$ cat src/rtl/song_editor_pkg.sv
// Shared definitions for the multi-lane song editor.
//   - state_t    : editor FSM states (EDIT, CLEAR)
//   - BTN_*      : bit positions of each button in the packed button vector
//   - init_bit() : looks up the reset/clear value of one step of one lane
package song_editor_pkg;

  typedef enum logic {
    EDIT  = 1'b0,
    CLEAR = 1'b1
  } state_t;

  localparam int BTN_W0    = 0;
  localparam int BTN_W1    = 1;
  localparam int BTN_BACK  = 2;
  localparam int BTN_LANE  = 3;
  localparam int BTN_CLEAR = 4;
  localparam int NUM_BTNS  = 5;

  // Widest pattern the editor supports: 8 lanes x 64 steps.
  localparam int MAX_BITS  = 512;
  localparam int MAX_IDX_W = $clog2(MAX_BITS);

  // Lane k occupies bits [k*song_len +: song_len] of the pattern.
  function automatic logic init_bit(input logic [MAX_BITS-1:0] pattern,
                                    input int lane,
                                    input int step,
                                    input int song_len);
    logic [MAX_IDX_W-1:0] idx;
    idx = MAX_IDX_W'(lane * song_len + step);
    return pattern[idx];
  endfunction

endpackage

$ cat src/rtl/sync_edge_det.sv
// Two-flop synchronizer followed by a rising-edge detector for one raw
// push-button input.
//   clk   : system clock
//   nrst  : asynchronous active-low reset
//   din   : raw asynchronous button level
//   pulse : one-cycle high pulse on each synchronized rising edge
// Latency: din rising before clock edge N gives pulse high between edges
// N+1 and N+2. The pulse is driven only from flops.
module sync_edge_det (
  input  logic clk,
  input  logic nrst,
  input  logic din,
  output logic pulse
);

  logic meta;
  logic sync;
  logic prev;

  always_ff @(posedge clk or negedge nrst) begin
    if (!nrst) begin
      meta <= 1'b0;
      sync <= 1'b0;
      prev <= 1'b0;
    end else begin
      // NOTE: non-blocking assignments make the three flops shift together;
      // blocking ones here would collapse the chain into a single stage.
      meta <= din;
      sync <= meta;
      prev <= sync;
    end
  end

  assign pulse = sync & ~prev;

endmodule

$ cat src/rtl/song_editor_multi.sv
// Multi-lane note-pattern editor. NUM_LANES lanes of SONG_LEN steps each;
// one lane is selected at a time and every lane keeps its own write cursor.
// Ports:
//   clk, nrst  : clock, asynchronous active-low reset
//   btn_w0     : write 0 at cursor, advance
//   btn_w1     : write 1 at cursor, advance
//   btn_back   : step cursor back, restore INIT bit there
//   btn_lane   : select next lane (modulo NUM_LANES)
//   btn_clear  : sweep selected lane back to INIT (one step per cycle)
//   lanes      : all lane contents, lane k at [k*SONG_LEN +: SONG_LEN]
//   lane_sel   : selected lane
//   position   : cursor of the selected lane
//   lane_full  : per-lane sticky "last step written" flag
//   busy       : clear sweep in progress
// Button priority when pulses coincide: clear > lane > back > write.
module song_editor_multi
  import song_editor_pkg::*;
#(
  parameter int NUM_LANES = 4,
  parameter int SONG_LEN  = 32,
  parameter int IDX_W     = $clog2(SONG_LEN),
  parameter bit WRAP      = 1'b1,
  parameter logic [NUM_LANES*SONG_LEN-1:0] INIT_PATTERN = {NUM_LANES{32'hCCCCCCCC}}
) (
  input  logic                          clk,
  input  logic                          nrst,
  input  logic                          btn_w0,
  input  logic                          btn_w1,
  input  logic                          btn_back,
  input  logic                          btn_lane,
  input  logic                          btn_clear,
  output logic [NUM_LANES*SONG_LEN-1:0] lanes,
  output logic [$clog2(NUM_LANES)-1:0]  lane_sel,
  output logic [IDX_W-1:0]              position,
  output logic [NUM_LANES-1:0]          lane_full,
  output logic                          busy
);

  localparam int LSEL_W = $clog2(NUM_LANES);
  localparam logic [IDX_W-1:0]  LAST_STEP = IDX_W'(SONG_LEN - 1);
  localparam logic [LSEL_W-1:0] LAST_LANE = LSEL_W'(NUM_LANES - 1);
  localparam logic [MAX_BITS-1:0] INIT_WIDE = MAX_BITS'(INIT_PATTERN);

  // ---------------------------------------------------------------- buttons
  logic [NUM_BTNS-1:0] btn_raw;
  logic [NUM_BTNS-1:0] btn_pulse;

  assign btn_raw = {btn_clear, btn_lane, btn_back, btn_w1, btn_w0};

  for (genvar g = 0; g < NUM_BTNS; g++) begin : g_btn
    sync_edge_det u_det (
      .clk   (clk),
      .nrst  (nrst),
      .din   (btn_raw[g]),
      .pulse (btn_pulse[g])
    );
  end

  // ------------------------------------------------------------------ state
  state_t                        state;
  state_t                        state_nx;
  logic [NUM_LANES*SONG_LEN-1:0] lane_bits;
  logic [IDX_W-1:0]              cur [NUM_LANES];
  logic [LSEL_W-1:0]             sel;
  logic [NUM_LANES-1:0]          full;
  // Set when a WRAP=0 lane has written its last step; blocks further writes
  // until a back or clear moves the cursor off the end.
  logic [NUM_LANES-1:0]          sat;
  logic [IDX_W-1:0]              sweep;

  // ----------------------------------------------------------- decode (FSM)
  logic             do_clear;
  logic             do_lane;
  logic             do_back;
  logic             do_write;
  logic             write_val;
  logic             sweep_last;
  logic [IDX_W-1:0] cur_sel;
  logic             at_last;
  logic             back_en;
  logic [IDX_W-1:0] back_idx;
  logic             write_en;

  assign cur_sel = cur[sel];
  assign at_last = (cur_sel == LAST_STEP);

  always_comb begin
    // NOTE: every signal gets a default before the case so no path through
    // this block leaves one unassigned, which would infer a latch.
    state_nx   = state;
    do_clear   = 1'b0;
    do_lane    = 1'b0;
    do_back    = 1'b0;
    do_write   = 1'b0;
    write_val  = 1'b0;
    sweep_last = 1'b0;
    unique case (state)
      EDIT: begin
        if (btn_pulse[BTN_CLEAR]) begin
          do_clear = 1'b1;
          state_nx = CLEAR;
        end else if (btn_pulse[BTN_LANE]) begin
          do_lane = 1'b1;
        end else if (btn_pulse[BTN_BACK]) begin
          do_back = 1'b1;
        end else if (btn_pulse[BTN_W0] ^ btn_pulse[BTN_W1]) begin
          do_write  = 1'b1;
          write_val = btn_pulse[BTN_W1];
        end
      end
      CLEAR: begin
        if (sweep == LAST_STEP) begin
          sweep_last = 1'b1;
          state_nx   = EDIT;
        end
      end
      default: state_nx = EDIT;
    endcase
  end

  // Back from step 0 only moves when the lane has been filled and wraps.
  always_comb begin
    back_en  = 1'b0;
    back_idx = cur_sel - 1'b1;
    if (do_back) begin
      if (cur_sel != '0) begin
        back_en = 1'b1;
      end else if (WRAP && full[sel]) begin
        back_en  = 1'b1;
        back_idx = LAST_STEP;
      end
    end
  end

  assign write_en = do_write && !sat[sel];

  // ------------------------------------------------------------- registers
  always_ff @(posedge clk or negedge nrst) begin
    if (!nrst) state <= EDIT;
    else       state <= state_nx;
  end

  always_ff @(posedge clk or negedge nrst) begin
    if (!nrst) begin
      // NOTE: lane storage is a plain register array with a defined reset
      // image, not a RAM, so it is reset along with the control state.
      lane_bits <= INIT_PATTERN;
      for (int i = 0; i < NUM_LANES; i++) cur[i] <= '0;
      sel   <= '0;
      full  <= '0;
      sat   <= '0;
      sweep <= '0;
    end else begin
      if (do_clear) sweep <= '0;

      if (state == CLEAR) begin
        lane_bits[{sel, sweep}] <=
          init_bit(INIT_WIDE, int'(sel), int'(sweep), SONG_LEN);
        sweep <= sweep + 1'b1;
        if (sweep_last) begin
          cur[sel]  <= '0;
          full[sel] <= 1'b0;
          sat[sel]  <= 1'b0;
        end
      end

      if (do_lane) sel <= (sel == LAST_LANE) ? '0 : sel + 1'b1;

      if (back_en) begin
        cur[sel] <= back_idx;
        sat[sel] <= 1'b0;
        lane_bits[{sel, back_idx}] <=
          init_bit(INIT_WIDE, int'(sel), int'(back_idx), SONG_LEN);
      end

      if (write_en) begin
        lane_bits[{sel, cur_sel}] <= write_val;
        if (at_last) begin
          full[sel] <= 1'b1;
          if (WRAP) cur[sel] <= '0;
          else      sat[sel] <= 1'b1;
        end else begin
          cur[sel] <= cur_sel + 1'b1;
        end
      end
    end
  end

  // ---------------------------------------------------------------- outputs
  assign lanes     = lane_bits;
  assign lane_sel  = sel;
  assign position  = cur_sel;
  assign lane_full = full;
  assign busy      = (state == CLEAR);

endmodule

$ cat config.mk
export PLATFORM = sky130hd
export DESIGN_NAME = song_editor_multi
export DESIGN_NICKNAME = d
export VERILOG_FILES = /design/src/rtl/song_editor_pkg.sv /design/src/rtl/sync_edge_det.sv /design/src/rtl/song_editor_multi.sv
export SDC_FILE = /design/constraint.sdc
export NUM_CORES = 1
export LEC_CHECK = 0
export BUFFER_PORTS_ARGS = -buffer_cell sky130_fd_sc_hd__buf_2
export CAP_MARGIN = 10
export CORE_AREA = 2 2 132 134
export CTS_CLUSTER_SIZE = 14
export DETAILED_ROUTE_END_ITERATION = 8
export DIE_AREA = 0 0 134 136
export HOLD_SLACK_MARGIN = 0.02
export PLACE_DENSITY = 0.87
export SKIP_LAST_GASP = 1
export SLEW_MARGIN = 10
export SYNTH_ARGS = -nofsm -noshare
export SYNTH_HDL_FRONTEND = slang
export SYNTH_SLANG_ARGS = --single-unit
$ cat constraint.sdc
create_clock -name clk -period 3.76 [get_ports clk]
set_input_delay 0 -clock clk [delete_from_list [all_inputs] [get_ports clk]]
set_output_delay 0 -clock clk [all_outputs]
set_load 0.005 [all_outputs]
== Word-level counts from Yosys, hierarchy flattened ==
Memory sizes are Yosys's and may differ from the RTL's.
Index checks and enable logic that the tools add are counted.
Widths: inputs -> output; s select.

* Word-level logic and storage cells: 149
* Memories: 2
* ROM bits: 1024
* Bits in registers: 179

{| class="wikitable"
|+ Memories
! name !! depth !! bits a word !! read ports !! clocked after Yosys merged registers in !! wr ports !! RTL line !! source
|-
| (no name shown) || 512 || 1 || 1 || 0 || 0 || song_editor_pkg.sv:30 || <nowiki>return pattern[idx];</nowiki>
|-
| (no name shown) || 512 || 1 || 1 || 0 || 0 || song_editor_pkg.sv:30 ||
|}

* Add/subtract/negate cells: 6
* Order comparisons: 12
* Muxes and demuxes: 71
* Bitwise gates (word level): 21
* Equality and inequality tests: 3
* Reduce and logical (&&, ||, !) cells: 9

{| class="wikitable"
|+ Operators with widths
! operator !! number
|-
| $bwmux 128 || 3
|-
| $mux 128 || 3
|-
| $mux 20 || 5
|-
| $and 20x20->20 || 2
|-
| $bwmux 20 || 2
|-
| $mux 5 || 8
|-
| $mux 1 || 33
|-
| $mux 4 || 7
|-
| $lt 7x8->1 const B || 3
|-
| $demux 1 s7 || 3
|-
| $ge 7x1->1 const B || 3
|-
| $lt 8x10->1 const B || 2
|-
| $not 20->20 || 1
|-
| $add 7x5->8 || 2
|-
| $and 4x4->4 || 3
|-
| $add 5x1->5 const B || 2
|-
| $bmux 5 s2 || 1
|-
| $demux 5 s2 || 1
|-
| $eq 5x5->1 const B || 2
|-
| $logic_and 1x1->1 || 6
|-
| $not 1->1 || 6
|-
| $and 1x1->1 || 5
|-
| $reduce_bool 5->1 || 1
|-
| $sub 5x1->5 const B || 1
|-
| 16 further kinds || 17
|}

== Longest topological paths before layout ==
* Depth after elaboration: 16
* Mapped depth: 14
* Gate-level depth less buffers: 9

== Modules after synthesis ==
A second synthesis with hierarchy kept.

* Cells, all modules: 1100
* Area total of the unflattened synthesis: 10027.1 sq um

{| class="wikitable"
|+ Modules (own cells, without submodules)
! module !! cells each !! area an instance (sq um) !! times used
|-
| song_editor_multi || 1080 || 9582.9 || 1
|-
| sync_edge_det || 4 || 88.8 || 5
|}

== Worst setup path after synthesis ==
Ideal clock, no wire load.

* Kind: register -> register
* From: register sel[0] (netlist: lane_sel[0])
* To: register lane_bits[84] (netlist: lanes[84])
* Buffers on the path: 5
* Cell stages (with the launch flop): 15
* Period minus slack after synthesis: 3.445 ns
* Data required time: 3.628 ns
* Data arrival time: 3.313 ns
* Slack: 0.315 ns
* Cells stage by stage: dfrtp_1 -> buf_6 -> mux4_2 -> buf_2 -> inv_2 -> ha_1 -> inv_1 -> or4_4 -> buf_6 -> and2_4 -> or3_1 -> buf_2 -> buf_6 -> nor3_2 -> o22ai_1

* Cells in the longest elaborated chain, start to end: 16
* Elaborated cells between the ends (all ways): 45
* Those cells by class: add/sub (3); order compare (6); mux (27); bitwise (1); reduce/logical (6); memory (2)

{| class="wikitable"
|+ RTL lines
! what !! RTL line !! source
|-
| start: declaration || song_editor_multi.sv:64 || <nowiki>logic [LSEL_W-1:0] sel;</nowiki>
|-
| start signal: assignment || song_editor_multi.sv:167 || <nowiki>if (do_lane) sel <= (sel == LAST_LANE) ? '0 : sel + 1'b1;</nowiki>
|-
| parallel branches: the longest is 15 deep, another holds $add 7x5->8 || - ||
|-
| $mux 128 * || song_editor_multi.sv:176 || <nowiki>if (write_en) begin</nowiki>
|-
| end signal: indexed assignment || song_editor_multi.sv:157 || <nowiki>lane_bits[{sel, sweep}] <=</nowiki>
|-
| end signal: indexed assignment || song_editor_multi.sv:172 || <nowiki>lane_bits[{sel, back_idx}] <=</nowiki>
|-
| end signal: indexed assignment || song_editor_multi.sv:177 || <nowiki>lane_bits[{sel, cur_sel}] <= write_val;</nowiki>
|-
| end: declaration || song_editor_multi.sv:62 || <nowiki>logic [NUM_LANES*SONG_LEN-1:0] lane_bits;</nowiki>
|}

Every way passes the cells marked *. The select of a mux whose other input is x is not followed.
A chain may end at the register's enable or synchronous reset.

== Final worst setup path ==
* From: register sel[0] (netlist: lane_sel[0])
* To: register lane_bits[116] (netlist: lanes[116])

The elaborated chain is that of the path after synthesis.

==> metrics.md <==
| Metric | Value |
|---|---|
| Status | complete, no violations |
| Async S/R FF share, synth | 100% |
| Most common cell after layout, fill and taps aside | buf_2 |
| Worst skew pair latency | 0.45 ns |
| Initial antenna violation count | 0 |
| Clock tree from TritonCTS | done |
| Tot GR Track Use | 37.1% |
| Commonest register cell after synthesis | dfrtp_1 |
| CP Capture Type | register |
| Die width | 134 um |
| Max-cap viol count | 0 |
| Reg2reg end | lanes[116]$_DFF_PN0_ |
| Layout cells sized above 1 | 28.3% |
| Overflow left after global routing | 0 |
| Critical path required time | 4.06 ns |
| Yosys reg bits | 179 |
| Worst-path clk slew | 0.07 ns |
| Slowest stage cell, crit path | or4_4 |
| Sequential element share of the synthesized area | 47.5% |
| CTS H-tree lvls | 4 |
| Vias in the first global route | 9413 |
| Most frequent cells in the layout | 145 x buf_2, 115 x dfrtp_1, 83 x nand2_1 |
| Cell count of the worst reg-to-reg path | 9 |
| CP peak stage delay | 0.64 ns |
| Die ar. | 18200 um^2 |
| Switching power | 4.18 mW |
| CP Data Arrival Time | 3.81 ns |
| First-pass DRT Iterations | 7 |
| Hold EP | g_btn[4].u_det.meta$_DFF_PN0_ |
| FP Rows | 48 |
| Clk_skew | 0.0125 ns |
| Post-Place Worst Slack | 0.326 ns |
| Net count, final | 1127 |
| Number of synthesized flops with an enable pin | 0 |
| Hold Path Stages | 2 |
| Crit start category | register |
| Drc violations | 0 |
| Pin slew with the least headroom to its limit | 1.24 ns |
| Sink Count | 179 |
| Routed wire length | 33.8 mm |
| Hold Path Class | primary input to register |
| CP Class | register to register |
| Gate power share | 48.9% |
| CTS Hold Bufs | 6 |
| DRT antenna net count | 0 |
| Internal Power | 4.84 mW |
| Iteration-0 DRC Markers | 1939 |
| Largest net degree at the start of global routing | 110 |
| Post-Syn Instances | 983 |
| Clk root buf | clkbuf_16 |
| Hold Startpoint | btn_clear |
| Crit-path leading delay family | simple AND/OR/NAND/NOR gates |
| Syn_area_per_cell | 9.76 um^2 |
| Mapped Nets | 1000 |
| Port bufs | 146 |
| Setup Buffers After CTS | 0 |
| Core Area | 16900 um^2 |
| GP Congestion | 1.00 |
| Pwr dens | 800 nW/um^2 |
| Worst vdd ir | 0.544 mV |
| Tcrit/Tclk final | 93.5% |
| Final worst slack | 0.244 ns |
| Post-synth cell types | 62 |
| Initial Utilization | 56.8% |
| Final HPWL DP | 22.5 mm |
| Number of buffers created by CTS | 17 |
| Crit-path max FO | 14 |
| Period minus WS final | 3.52 ns |
| Vias/cell | 7.38 |
| Buf/Inv on CP | 2 |
| Leak pwr | 4.84 nW |
| Synthesis Warnings | 0 |
| Final-report max-slew violation count | 0 |
| Number of resized instances in the post-cts repair step | 0 |
| Diode count | 0 |
| Mapped cell area | 9590 um^2 |
| Flop-to-flop setup slack | 0.24 ns |
| I/O pin total | 147 |
| Area Growth Syn to Fin | 17.6% |
| Clk buf depth | 2 |
| Wire per inst | 25.0 um |
| DR vias | 9949 |
| Final setup violation count | 0 |
| Final Hold Vio Count | 0 |
| Fillers | 1307 |
| Die Y | 136 um |
| RSZ-0062 raised after global routing | no |
| Worst path cell trace | mux4_2 -> inv_1 -> ha_1 -> inv_1 -> or4_4 -> and2_4 -> or3_1 -> nor3_1 -> o22ai_1 |
| Setup TNS | 0 ns |
| CP most frequent cell | inv_1 |
| Slew headroom | 16.9% |
| Sw Share | 46.3% |
| Max Clk Rate | 284 MHz |
| Sequential share of power | 32.2% |
| Clock Power Share | 18.9% |
| First-pass GRT wire length | 52.0 mm |
| Worst r2r src | lane_sel[0]$_DFFE_PN0P_ |
-- final cells by class --
| type | count | area [um^2] | area share, % |
|---|---|---|---|
| clock buffer | 22 | 485 | 4.31 |
| clock inverter | 10 | 70.1 | 0.621 |
| inverter | 14 | 52.6 | 0.466 |
| multi-input combinational | 697 | 4620 | 41.0 |
| sequential | 179 | 4560 | 40.4 |
| tap | 225 | 282 | 2.50 |
| timing repair buffer | 201 | 1200 | 10.7 |
-- worst max path at each step --
stage / from / to / slack (ns) / depth (start not counted)
2_1_floorplan: lane_sel[0]$_DFFE_PN0P_ / lanes[84]$_DFF_PN0_ / 0.31 / 14
3_3_place_gp: lane_sel[0]$_DFFE_PN0P_ / cur[10]$_DFF_PN0_ / 0.42 / 9
3_5_place_dp: lane_sel[0]$_DFFE_PN0P_ / lanes[116]$_DFF_PN0_ / 0.33 / 9
4_1_cts: lane_sel[0]$_DFFE_PN0P_ / lanes[116]$_DFF_PN0_ / 0.31 / 9
5_1_grt: lane_sel[0]$_DFFE_PN0P_ / cur[18]$_DFF_PN0_ / 0.04 / 9
6_report: lane_sel[0]$_DFFE_PN0P_ / lanes[116]$_DFF_PN0_ / 0.24 / 9
-- cell usage after synthesis, drive strengths merged, types with 2 or more instances --
cell      n  area (um^2)
a21boi    8         60.1
a21oi    49          245
a221o    24          240
a221oi   41          359
a22o     21          184
a22oi    30          225
a31o      5         43.8
a31oi    21          131
a32o      5         50.1
a32oi     5         43.8
and2     25          159
and3     13         81.3
and4      2         17.5
buf      22          115
clkbuf   71          267
dfrtp   115         2880
dfstp    64         1680
ha       10          125
inv      13         48.8
mux4      7          158
nand2    83          312
nand2b    3         18.8
nand3    46          230
nand3b    5         37.5
nand4     4         25.0
nor2     49          184
nor2b     8         50.1
nor3     41          238
nor3b     3         27.5
nor4     13         93.8
o21a      3         22.5
o21ai    38          190
o21bai    2         15.0
o221ai   56          490
o22ai    52          325
o31ai     2         15.0
or3       4         25.0
or4       4         33.8
xnor2     6         60.1
-- through the flow --
| step | utilization, % | hold WS (ns) | instances | total power, mW | area, um^2 |
|---|---|---|---|---|---|
| 2_1_floorplan | - | -0.296 | 983 | 5.49 | 9590 |
| 3_3_place_gp | 63.2 | 0.108 | 1310 | 7.02 | 10700 |
| 3_5_place_dp | 63.2 | 0.109 | 1310 | 7.10 | 10700 |
| 4_1_cts | 66.8 | 0.195 | 1348 | 8.80 | 11300 |
| 5_1_grt | 66.8 | 0.191 | 1348 | 9.36 | 11300 |
| 6_report | 66.8 | 0.197 | 1348 | 9.02 | 11300 |
-- kinds of logic after synthesis --
kind of cell / count (synthesis) / share of synthesized area, %
mux: 8 / 1.75
buf+inv: 107 / 4.53
compound gates: 368 / 28.1
simple gates: 304 / 16.1
flops: 179 / 47.5
xor+xnor: 7 / 0.717
fa+ha+maj: 10 / 1.30
-- flip-flops by register name, indices dropped and copies added (netlist names) --
register / flops
sweep: 5
g_btn.u_det.sync: 5
sat: 4
lane_sel: 2
lanes: 128
g_btn.u_det.meta: 5
cur: 20
lane_full: 4
busy: 1
g_btn.u_det.prev: 5
-- worst register-to-register path: stages (launching register included) --
cell and delay (ns):
dfrtp_1 0.42, mux4_2 0.55, inv_1 0.17, ha_1 0.24, inv_1 0.14, or4_4 0.64, and2_4 0.20, or3_1 0.62
nor3_1 0.28, o22ai_1 0.11
-- power groups by stage --
stage | logic (mW) | registers (mW) | clock network (mW)
2_1_floorplan | 2.72 | 2.76 | 0
3_3_place_gp | 4.12 | 2.90 | 0
3_5_place_dp | 4.20 | 2.90 | 0
4_1_cts | 4.22 | 2.88 | 1.70
5_1_grt | 4.63 | 2.94 | 1.79
6_report | 4.41 | 2.90 | 1.71
-- layer usage --
metal | up-vias | global-route usage, % | share of wire [%]
li1 | 4116 | - | -
met1 | 4626 | 49.0 | 36
met2 | 976 | 54.2 | 43
met3 | 231 | 11.4 | 14
met4 | 0 | 21.4 | 6.7
met5 | - | 0 | 0
Note: power is estimated with default switching activity, not from simulation.
